--- src/rtl/inst_fetch_if.sv ---
// Fetch-side bus between the instruction fetch controller, the instruction ROM and decode.
// master = fetch controller, slave = ROM/decode/control environment.
interface inst_fetch_if #(
    parameter int ADDR_W = 8,
    parameter int INST_W = 16
);
    logic [ADDR_W-1:0] rom_addr;
    logic [INST_W-1:0] rom_inst;
    logic              inst_valid;
    logic [INST_W-1:0] inst_data;
    logic [ADDR_W-1:0] inst_pc;
    logic              inst_ready;
    logic              redirect_valid;
    logic [ADDR_W-1:0] redirect_pc;
    logic              halt;
    logic              halted;
    logic [15:0]       fetch_count;

    modport master (
        output rom_addr,
        input  rom_inst,
        output inst_valid,
        output inst_data,
        output inst_pc,
        input  inst_ready,
        input  redirect_valid,
        input  redirect_pc,
        input  halt,
        output halted,
        output fetch_count
    );

    modport slave (
        input  rom_addr,
        output rom_inst,
        input  inst_valid,
        input  inst_data,
        input  inst_pc,
        output inst_ready,
        output redirect_valid,
        output redirect_pc,
        output halt,
        input  halted,
        input  fetch_count
    );
endinterface

--- src/rtl/inst_fetch_ctrl.sv ---
// Instruction fetch controller: walks a fetch PC over a combinational ROM, buffers
// {pc, inst} pairs in a small prefetch FIFO and handles redirects and halt/resume.
module inst_fetch_ctrl #(
    parameter int              ADDR_W   = 8,
    parameter int              INST_W   = 16,
    parameter int              DEPTH    = 2,
    parameter logic [ADDR_W-1:0] RESET_PC = '0
) (
    input  logic         clk,
    input  logic         rst_n,
    inst_fetch_if.master bus
);
    localparam int PTR_W = (DEPTH > 1) ? $clog2(DEPTH) : 1;
    localparam int CNT_W = PTR_W + 1;

    typedef enum logic [1:0] {
        ST_RUN,
        ST_DRAIN,
        ST_HALTED
    } state_t;

    state_t            state_reg;
    logic [ADDR_W-1:0] pc_reg;
    logic [PTR_W-1:0]  rd_ptr_reg;
    logic [PTR_W-1:0]  wr_ptr_reg;
    logic [CNT_W-1:0]  count_reg;
    logic [CNT_W-1:0]  count_next;
    logic [15:0]       fetch_count_reg;
    logic [ADDR_W-1:0] mem_pc   [DEPTH];
    logic [INST_W-1:0] mem_inst [DEPTH];

    logic pop;
    logic push;
    logic fifo_full;

    assign fifo_full = (count_reg == CNT_W'(DEPTH));
    assign pop       = (count_reg != '0) && bus.inst_ready;
    // A full FIFO still accepts a push when the head leaves on the same edge.
    assign push      = (state_reg == ST_RUN) && !bus.halt && !bus.redirect_valid
                       && (!fifo_full || pop);

    always_comb begin
        count_next = count_reg;
        if (push && !pop) begin
            count_next = count_reg + 1'b1;
        end else if (pop && !push) begin
            count_next = count_reg - 1'b1;
        end
    end

    generate
        for (genvar gi = 0; gi < DEPTH; gi++) begin : g_entry
            always_ff @(posedge clk or negedge rst_n) begin
                if (!rst_n) begin
                    mem_pc[gi]   <= '0;
                    mem_inst[gi] <= '0;
                end else if (push && (wr_ptr_reg == PTR_W'(gi))) begin
                    mem_pc[gi]   <= pc_reg;
                    mem_inst[gi] <= bus.rom_inst;
                end
            end
        end
    endgenerate

    always_ff @(posedge clk or negedge rst_n) begin
        if (!rst_n) begin
            state_reg       <= ST_RUN;
            pc_reg          <= RESET_PC;
            rd_ptr_reg      <= '0;
            wr_ptr_reg      <= '0;
            count_reg       <= '0;
            fetch_count_reg <= '0;
        end else if (bus.redirect_valid) begin
            // Flush everything (a same-edge pop is simply discarded with the rest).
            rd_ptr_reg <= wr_ptr_reg;
            count_reg  <= '0;
            pc_reg     <= bus.redirect_pc;
        end else begin
            if (pop) begin
                rd_ptr_reg <= rd_ptr_reg + 1'b1;
            end
            if (push) begin
                wr_ptr_reg <= wr_ptr_reg + 1'b1;
                pc_reg     <= pc_reg + 1'b1;
                if (fetch_count_reg != 16'hFFFF) begin
                    fetch_count_reg <= fetch_count_reg + 16'd1;
                end
            end
            count_reg <= count_next;

            case (state_reg)
                ST_RUN: begin
                    if (bus.halt) state_reg <= ST_DRAIN;
                end
                ST_DRAIN: begin
                    if (!bus.halt) begin
                        state_reg <= ST_RUN;
                    end else if (count_next == '0) begin
                        state_reg <= ST_HALTED;
                    end
                end
                ST_HALTED: begin
                    if (!bus.halt) state_reg <= ST_RUN;
                end
                default: state_reg <= ST_RUN;
            endcase
        end
    end

    assign bus.rom_addr    = pc_reg;
    assign bus.inst_valid  = (count_reg != '0);
    assign bus.inst_data   = mem_inst[rd_ptr_reg];
    assign bus.inst_pc     = mem_pc[rd_ptr_reg];
    assign bus.halted      = (state_reg == ST_HALTED);
    assign bus.fetch_count = fetch_count_reg;
endmodule
--- src/flat_wrapper.sv ---
// flat-port wrapper written by rule: the top's interface ports become plain ports
module inst_fetch_ctrl_flat 
#(
    parameter int              ADDR_W   = 8,
    parameter int              INST_W   = 16,
    parameter int              DEPTH    = 2,
    parameter logic [ADDR_W-1:0] RESET_PC = '0
)
  (clk, rst_n, bus_rom_addr, bus_rom_inst, bus_inst_valid, bus_inst_data, bus_inst_pc, bus_inst_ready, bus_redirect_valid, bus_redirect_pc, bus_halt, bus_halted, bus_fetch_count);
  inst_fetch_if #(.ADDR_W(ADDR_W), .INST_W(INST_W)) bus_i ();
  input  logic clk;
  input  logic rst_n;
  output wire logic [$bits(bus_i.rom_addr)-1:0] bus_rom_addr;
  input wire logic [$bits(bus_i.rom_inst)-1:0] bus_rom_inst;
  output wire logic [$bits(bus_i.inst_valid)-1:0] bus_inst_valid;
  output wire logic [$bits(bus_i.inst_data)-1:0] bus_inst_data;
  output wire logic [$bits(bus_i.inst_pc)-1:0] bus_inst_pc;
  input wire logic [$bits(bus_i.inst_ready)-1:0] bus_inst_ready;
  input wire logic [$bits(bus_i.redirect_valid)-1:0] bus_redirect_valid;
  input wire logic [$bits(bus_i.redirect_pc)-1:0] bus_redirect_pc;
  input wire logic [$bits(bus_i.halt)-1:0] bus_halt;
  output wire logic [$bits(bus_i.halted)-1:0] bus_halted;
  output wire logic [$bits(bus_i.fetch_count)-1:0] bus_fetch_count;
  assign bus_rom_addr = bus_i.rom_addr;
  assign bus_i.rom_inst = bus_rom_inst;
  assign bus_inst_valid = bus_i.inst_valid;
  assign bus_inst_data = bus_i.inst_data;
  assign bus_inst_pc = bus_i.inst_pc;
  assign bus_i.inst_ready = bus_inst_ready;
  assign bus_i.redirect_valid = bus_redirect_valid;
  assign bus_i.redirect_pc = bus_redirect_pc;
  assign bus_i.halt = bus_halt;
  assign bus_halted = bus_i.halted;
  assign bus_fetch_count = bus_i.fetch_count;
  inst_fetch_ctrl #(.ADDR_W(ADDR_W), .INST_W(INST_W), .DEPTH(DEPTH), .RESET_PC(RESET_PC)) u_core (.clk(clk), .rst_n(rst_n), .bus(bus_i));
endmodule
--- config.mk ---
export PLATFORM = sky130hd
export DESIGN_NAME = inst_fetch_ctrl_flat
export DESIGN_NICKNAME = d
export VERILOG_FILES = /design/src/rtl/inst_fetch_if.sv /design/src/rtl/inst_fetch_ctrl.sv /design/src/flat_wrapper.sv
export SDC_FILE = /design/constraint.sdc
export NUM_CORES = 1
export LEC_CHECK = 0
export ABC_AREA = 0
export ABC_CLOCK_PERIOD_IN_PS = 1900
export CAP_MARGIN = 20
export CORE_MARGIN = 3
export CORE_UTILIZATION = 25
export CTS_CLUSTER_DIAMETER = 60
export DETAILED_ROUTE_END_ITERATION = 8
export DONT_BUFFER_PORTS = 1
export SYNTH_ARGS = -nofsm -noshare
export SYNTH_HDL_FRONTEND = slang
export SYNTH_SLANG_ARGS = --single-unit
--- constraint.sdc ---
create_clock -name clk -period 1.9 [get_ports clk]
set_input_delay 0.19 -clock clk [delete_from_list [all_inputs] [get_ports clk]]
set_output_delay 0.19 -clock clk [all_outputs]
set_load 0.05 [all_outputs]
# Yosys cells after proc, flatten, opt, wreduce, memory -nomap -nowiden
# Cells that the tools add are included.
# W data, S select, Z words.
op_classes:
  n_addsub: 6
  magnitude_cmp: 1
  n_eq_ne: 7
  mux: 18
  bitwise: 3
  n_reduce_logical: 22
ops:
  columns: ["op", "n"]
  rows:
  - ["$mux W16", 3]
  - ["$mux W8", 5]
  - ["$add A16 B1 Y16 const B", 1]
  - ["$ne A16 B16 Y1 const B", 1]
  - ["$mux W2", 7]
  - ["$add A8 B1 Y8 const B", 1]
  - ["$logic_and A1 B1 Y1", 8]
  - ["$pmux W2 S3", 1]
  - ["$reduce_bool A2 Y1", 3]
  - ["$logic_not A1 Y1", 5]
  - ["$eq A2 B2 Y1 const B", 2]
  - ["$logic_not A2 Y1", 2]
  - ["$ne A2 B2 Y1 const B", 2]
  - ["$reduce_and A4 Y1", 1]
  - ["$ne A3 B2 Y1 const B", 1]
  - ["$reduce_and A3 Y1", 1]
  - ["$add A1 B1 Y1 const B", 2]
  - ["$add A2 B1 Y2 const B", 1]
  - ["$eq A2 B1 Y1 const B", 1]
  - ["$ge A2 B2 Y1 const B", 1]
  - ["$mux W1", 2]
  - ["$not A1 Y1", 2]
  - ["$not A1 Y2", 1]
  - ["$reduce_and A2 Y1", 1]
  - ["other kinds (2)", 2]
word_totals:
  ff_bits: 78
  inputBits: 29
  output_inout_bits: 50
  wordCells: 67

# Depth between registers and ports, before layout
depth:
  ltp_word: 12
  mapped_depth: 8
  mapped_depth_nobuf: 7

# Least setup slack after synthesis
# Ideal clock, no wire load.
synth_path:
  path_type: "register to register"
  from: "reg u_core.fetch_count_reg[0], in the netlist u_core.bus.fetch_count[0]"
  to: "reg u_core.fetch_count_reg[6], in the netlist u_core.bus.fetch_count[6]"
  setup_ns: 0.147
  arrival_time_ns: 1.928
  required_time_ns: 1.753
  setup_slack_ns: -0.175
  path_stages_with_launch: 7
  n_path_buf: 0
  synth_period_minus_slack_ns: 2.075
  path_cell_list: "dfrtp_1 ha_1 nand4_1 nor4_1 nand3b_1 nor2_1 xor2_1"
synth_via:
  elab_chain_cells: 2
  word_cells_on_any_way: 3
  cone_classes: "add/sub: 1; eq/ne: 1; reduce/logical: 1"
synth_lines:
  columns: ["item", "line_no", "text"]
  rows:
  - ["from (decl)", "inst_fetch_ctrl.sv:28", "logic [15:0] fetch_count_reg;"]
  - ["from (signal assigned)", "inst_fetch_ctrl.sv:86", "fetch_count_reg <= fetch_count_reg + 16'd1;"]
  - ["branches (longest 2 deep; another with $add A16 B1 Y16)", null, null]
# Several ways; the timed one is not identified.
# A chain may end at the register's enable or synchronous reset.

# Final worst setup path
layout_path:
  from: "reg u_core.state_reg[1]"
  to: "reg u_core.mem_pc[13] in the netlist's numbering"
layout_via:
  elab_chain_cells: 5
layout_lines:
  columns: ["item", "line_no", "text"]
  rows:
  - ["from (decl)", "inst_fetch_ctrl.sv:22", "state_t state_reg;"]
  - ["from (signal assigned)", "inst_fetch_ctrl.sv:67", "state_reg <= ST_RUN;"]
  - ["from (signal assigned)", "inst_fetch_ctrl.sv:93", "if (bus.halt) state_reg <= ST_DRAIN;"]
  - ["from (signal assigned)", "inst_fetch_ctrl.sv:97", "state_reg <= ST_RUN;"]
  - ["$logic_not A2 Y1", "inst_fetch_ctrl.sv:39", "assign push = (state_reg == ST_RUN) && !bus.halt && !bus.redirect_valid"]
  - ["$logic_and A1 B1 Y1 (2 in series)", "inst_fetch_ctrl.sv:39", null]
  - ["$logic_and A1 B1 Y1", "inst_fetch_ctrl.sv:40", "&& (!fifo_full || pop);"]
  - ["$logic_and A1 B1 Y1", "inst_fetch_ctrl.sv:57", "end else if (push && (wr_ptr_reg == PTR_W'(gi))) begin"]
  - ["to (signal, indexed assignment)", "inst_fetch_ctrl.sv:58", "mem_pc[gi] <= pc_reg;"]
  - ["to (decl)", "inst_fetch_ctrl.sv:29", "logic [ADDR_W-1:0] mem_pc [DEPTH];"]
# Every way passes these cells.

==> results.json <==
{
  "die_h_um": 128,
  "clock_tree.buffer_depth": 2,
  "synth_compound_area_share_pct": 5.04,
  "worstReg2RegStart": "u_core.state_reg[1]",
  "clk_transition_reported_paths_ns": 0.06,
  "worst_r2r_path_depth": 6,
  "worstSetupEndpoint": "u_core.mem_pc[13]",
  "worst_path_class_setup": "reg2reg",
  "cts_root_buffer": "sky130_fd_sc_hd__clkbuf_16",
  "filler_cell_count": 1387,
  "worstSetupEndpointType": "flip-flop",
  "finalInstanceArea_um2": 5140,
  "post_route_cells_drive_above_1_share_pct": 43.2,
  "final-max-slew-violation-count": 0,
  "cts-htree-levels": 3,
  "tritoncts.num_buffers": 9,
  "net_count_synth": 322,
  "groute.layer.met3.usage_pct": 5.06,
  "synth_area_um2": 3750,
  "antenna_violations_before_repair": 0,
  "finalWorstPathRequiredPeriod_ns": 1.98,
  "leakagePower_nw": 2.31,
  "synth_enable_flop_cells": 0,
  "multi_input_area_um2": 1840,
  "final.hold.worst_slack_ns": -0.452,
  "dr_total_vias": 2564,
  "synthesis.yosys.warnings": 0,
  "detailedRoute.firstPassIterationCount": 3,
  "crit_start": "u_core.state_reg[1]",
  "slowest_delay_ns": 0.52,
  "tritoncts": "built",
  "vdd_ir_drop_max_mv": 0.493,
  "synth_async_sr_flop_share_pct": 100,
  "busiest_layer": "met2",
  "wire_length_of_the_first_global_routing_pass_mm": 13.4,
  "cts.sink_count": 78,
  "grt_pass1_vias": 2638,
  "area_of_the_die_um2": 16500,
  "critPathArrivalTime_ns": 2.20,
  "synthToLayoutAreaGrowth_pct": 37.2,
  "detail-route-antenna-nets": 0,
  "die_x_um": 128,
  "grt_setup_unrepaired": "yes",
  "synth_fa_ha_area_share_pct": 1.34,
  "rrSetupSlack_ns": -0.08,
  "dp_slack_ns": -0.0585,
  "port_buffers": 0,
  "met2_usage_pct": 17.4,
  "dpl-instance-area_um2": 4250,
  "synthFlopType": "sky130_fd_sc_hd__dfrtp_1",
  "pin_count": 79,
  "final.setup_skew_ns": 0.00807,
  "drtIter0Drc": 111,
  "min_period_over_period_pct": 104,
  "dominant_combinational_cell_family_by_area_after_synthesis": "multiplexers",
  "detail_route.vias_per_cell": 4.59,
  "drt-wirelength-per-cell_um": 16.8,
  "relative_slew_slack_pct": 61.9,
  "worstSetupStartpointType": "flip-flop",
  "r2r-end": "u_core.mem_pc[13]",
  "synthesis.area_per_instance_um2": 13.0,
  "groute.layer.met1.usage_pct": 11.3,
  "antenna_cells": 0,
  "grt_use_total_pct": 10.4,
  "synth_simple_gate_area_share_pct": 10.6,
  "final_critical_path_setup_slack_ns": -0.0837,
  "clock_latency_ns": 0.33,
  "nNetsFinal": 403,
  "place_hpwl_mm": 5.81,
  "core.rowCount": 44,
  "power.density_nw_per_um2": 1770,
  "maxClockFrequency_ghz": 0.504,
  "drt_total_wl_mm": 9.40,
  "sequential_to_total_area_share_from_yosys_stat_pct": 52.1,
  "run_status": "complete, but fails checks",
  "tightest_slew_ns": 0.572,
  "cp_cell_sequence": "or4_4 -> a21o_4 -> nor2_4 -> buf_12 -> buf_8 -> mux2_1",
  "finalHoldViolCount": 78,
  "post-layout-total-power_w": 0.00909,
  "place_congestion": 0.832,
  "cp.required_ns": 2.12,
  "floorplan.initialDensity_pct": 25.7,
  "grt_start_max_net_pins": 79,
  "register_area_um2": 1950,
  "design.core.area_um2": 14600,
  "total_of_flip_flops_plus_latches_after_synthesis": 78,
  "largest_register_ffs": 32,
  "drc": 0,
  "overflow": 0,
  "crit_slowest_cell": "sky130_fd_sc_hd__or4_4",
  "worst_path_maximum_fanout": 6,
  "xor_and_xnor_area_share_after_synthesis_pct": 4.44,
  "multiplexer_share_of_the_synthesized_area_pct": 24.0,
  "syn-instance-count": 289,
  "max_cap_viol_count": 0,
  "failing_checks": "hold timing, setup timing",
  "min_path_type": "in2async",
  "post_synth_num_cell_types": 45,
  "setup_viol": 24
}
## cell usage after synthesis (4+ instances only)
cell | n | area, um2
sky130_fd_sc_hd__dfrtp_1 | 78 | 1950
sky130_fd_sc_hd__mux2_2 | 54 | 608
sky130_fd_sc_hd__nor2_1 | 19 | 71.3
sky130_fd_sc_hd__mux2_4 | 18 | 270
sky130_fd_sc_hd__nand2_1 | 16 | 60.1
sky130_fd_sc_hd__xnor2_1 | 12 | 105
sky130_fd_sc_hd__nand3_1 | 9 | 45.0
sky130_fd_sc_hd__o21ai_0 | 8 | 40.0
sky130_fd_sc_hd__nand4_1 | 7 | 43.8
sky130_fd_sc_hd__xor2_1 | 7 | 61.3
sky130_fd_sc_hd__inv_1 | 6 | 22.5
sky130_fd_sc_hd__ha_1 | 4 | 50.1
## area by class of cell
class                      instances  area share [%]
tap                              184            4.48
clock inverter                     6            1.39
clock buffer                      10            4.65
multi-input combinational        195            35.7
inverter                           6           0.438
timing repair buffer              80            15.4
sequential                        78            38.0
## routing by layer
| layer | vias to the layer above | wire, um |
|---|---|---|
| li1 | 1205 | - |
| met4 | 0 | 119 |
| met1 | 1304 | 3810 |
| met5 | - | 0 |
| met2 | 45 | 4840 |
| met3 | 10 | 633 |
## stage by stage
stage / setup TNS (ns) / util [%] / std cells
after global placement: -0.677 / 29.2 / 505
final: -1.62 / 35.3 / 559
after global routing: -3.88 / 35.3 / 559
after floorplan: -0.781 / - / 289
after detailed placement: -1.14 / 29.2 / 505
after CTS: -1.43 / 33.0 / 545
## cells in the final DEF, fill, tap and decap left out, types with 3 or more instances in the layout
master / count
sky130_fd_sc_hd__inv_1: 6
sky130_fd_sc_hd__dfrtp_1: 76
sky130_fd_sc_hd__clkinv_4: 3
sky130_fd_sc_hd__dlygate4sd3_1: 27
sky130_fd_sc_hd__mux2_2: 36
sky130_fd_sc_hd__o311ai_1: 3
sky130_fd_sc_hd__nand3_1: 9
sky130_fd_sc_hd__ha_1: 3
sky130_fd_sc_hd__and3_1: 3
sky130_fd_sc_hd__buf_4: 43
sky130_fd_sc_hd__mux2_4: 37
sky130_fd_sc_hd__nor4_2: 3
sky130_fd_sc_hd__clkbuf_16: 13
sky130_fd_sc_hd__nor2_2: 3
sky130_fd_sc_hd__buf_12: 3
sky130_fd_sc_hd__xor2_1: 7
sky130_fd_sc_hd__nand4_1: 7
sky130_fd_sc_hd__nand2_1: 16
sky130_fd_sc_hd__o21ai_1: 3
sky130_fd_sc_hd__o21ai_0: 5
sky130_fd_sc_hd__nor2_1: 16
sky130_fd_sc_hd__xnor2_1: 12
## where the power goes
group	switching, W	internal [W]	leakage [nW]
clock network	0.000681	0.00106	0.145
registers	0.000401	0.00232	0.967
logic	0.00283	0.00180	1.20
## logic make-up (layout without fill, tap and decap cells)
kind of cell / Yosys count / after routing
flops: 78 / 78
mux: 74 / 74
simple gates: 73 / 73
fa+ha+maj: 4 / 4
compound gates: 25 / 25
buf+inv: 16 / 102
xor+xnor: 19 / 19
## critical path, delay by kind of cell, from the launching register on
kind / cells / cell delay [ns]
DFF: 1 / 0.37
AOI/OAI and AO/OA: 1 / 0.24
and+or+nand+nor: 2 / 0.65
buffers and inverters: 2 / 0.27
muxes: 1 / 0.33
## timing repair
| item | 4_1_cts | 5_1_grt |
|---|---|---|
| hold endpoints to repair | 119 | 87 |
| setup buffers | 0 | 6 |
| pin swaps | 0 | 8 |
| hold buffers | 24 | 3 |
| gates cloned | 0 | 6 |
| resized for setup | 1 | 38 |
| endpoints found under the setup margin | 25 | 61 |
## worst min-delay path by stage
| stage | start | to | slack [ns] | depth (start not counted) |
|---|---|---|---|---|
| after global routing | rst_n | u_core.mem_inst[14] | -0.48 | 0 |
| after global placement | rst_n | u_core.mem_inst[14] | -0.10 | 0 |
| after CTS | rst_n | u_core.mem_inst[14] | -0.47 | 0 |
| after detailed placement | rst_n | u_core.mem_inst[14] | -0.10 | 0 |
| final | rst_n | u_core.mem_inst[14] | -0.45 | 0 |
| after floorplan | rst_n | u_core.bus.fetch_count[0] | -0.11 | 0 |
No activity file was read; power rests on OpenSTA's default activity.
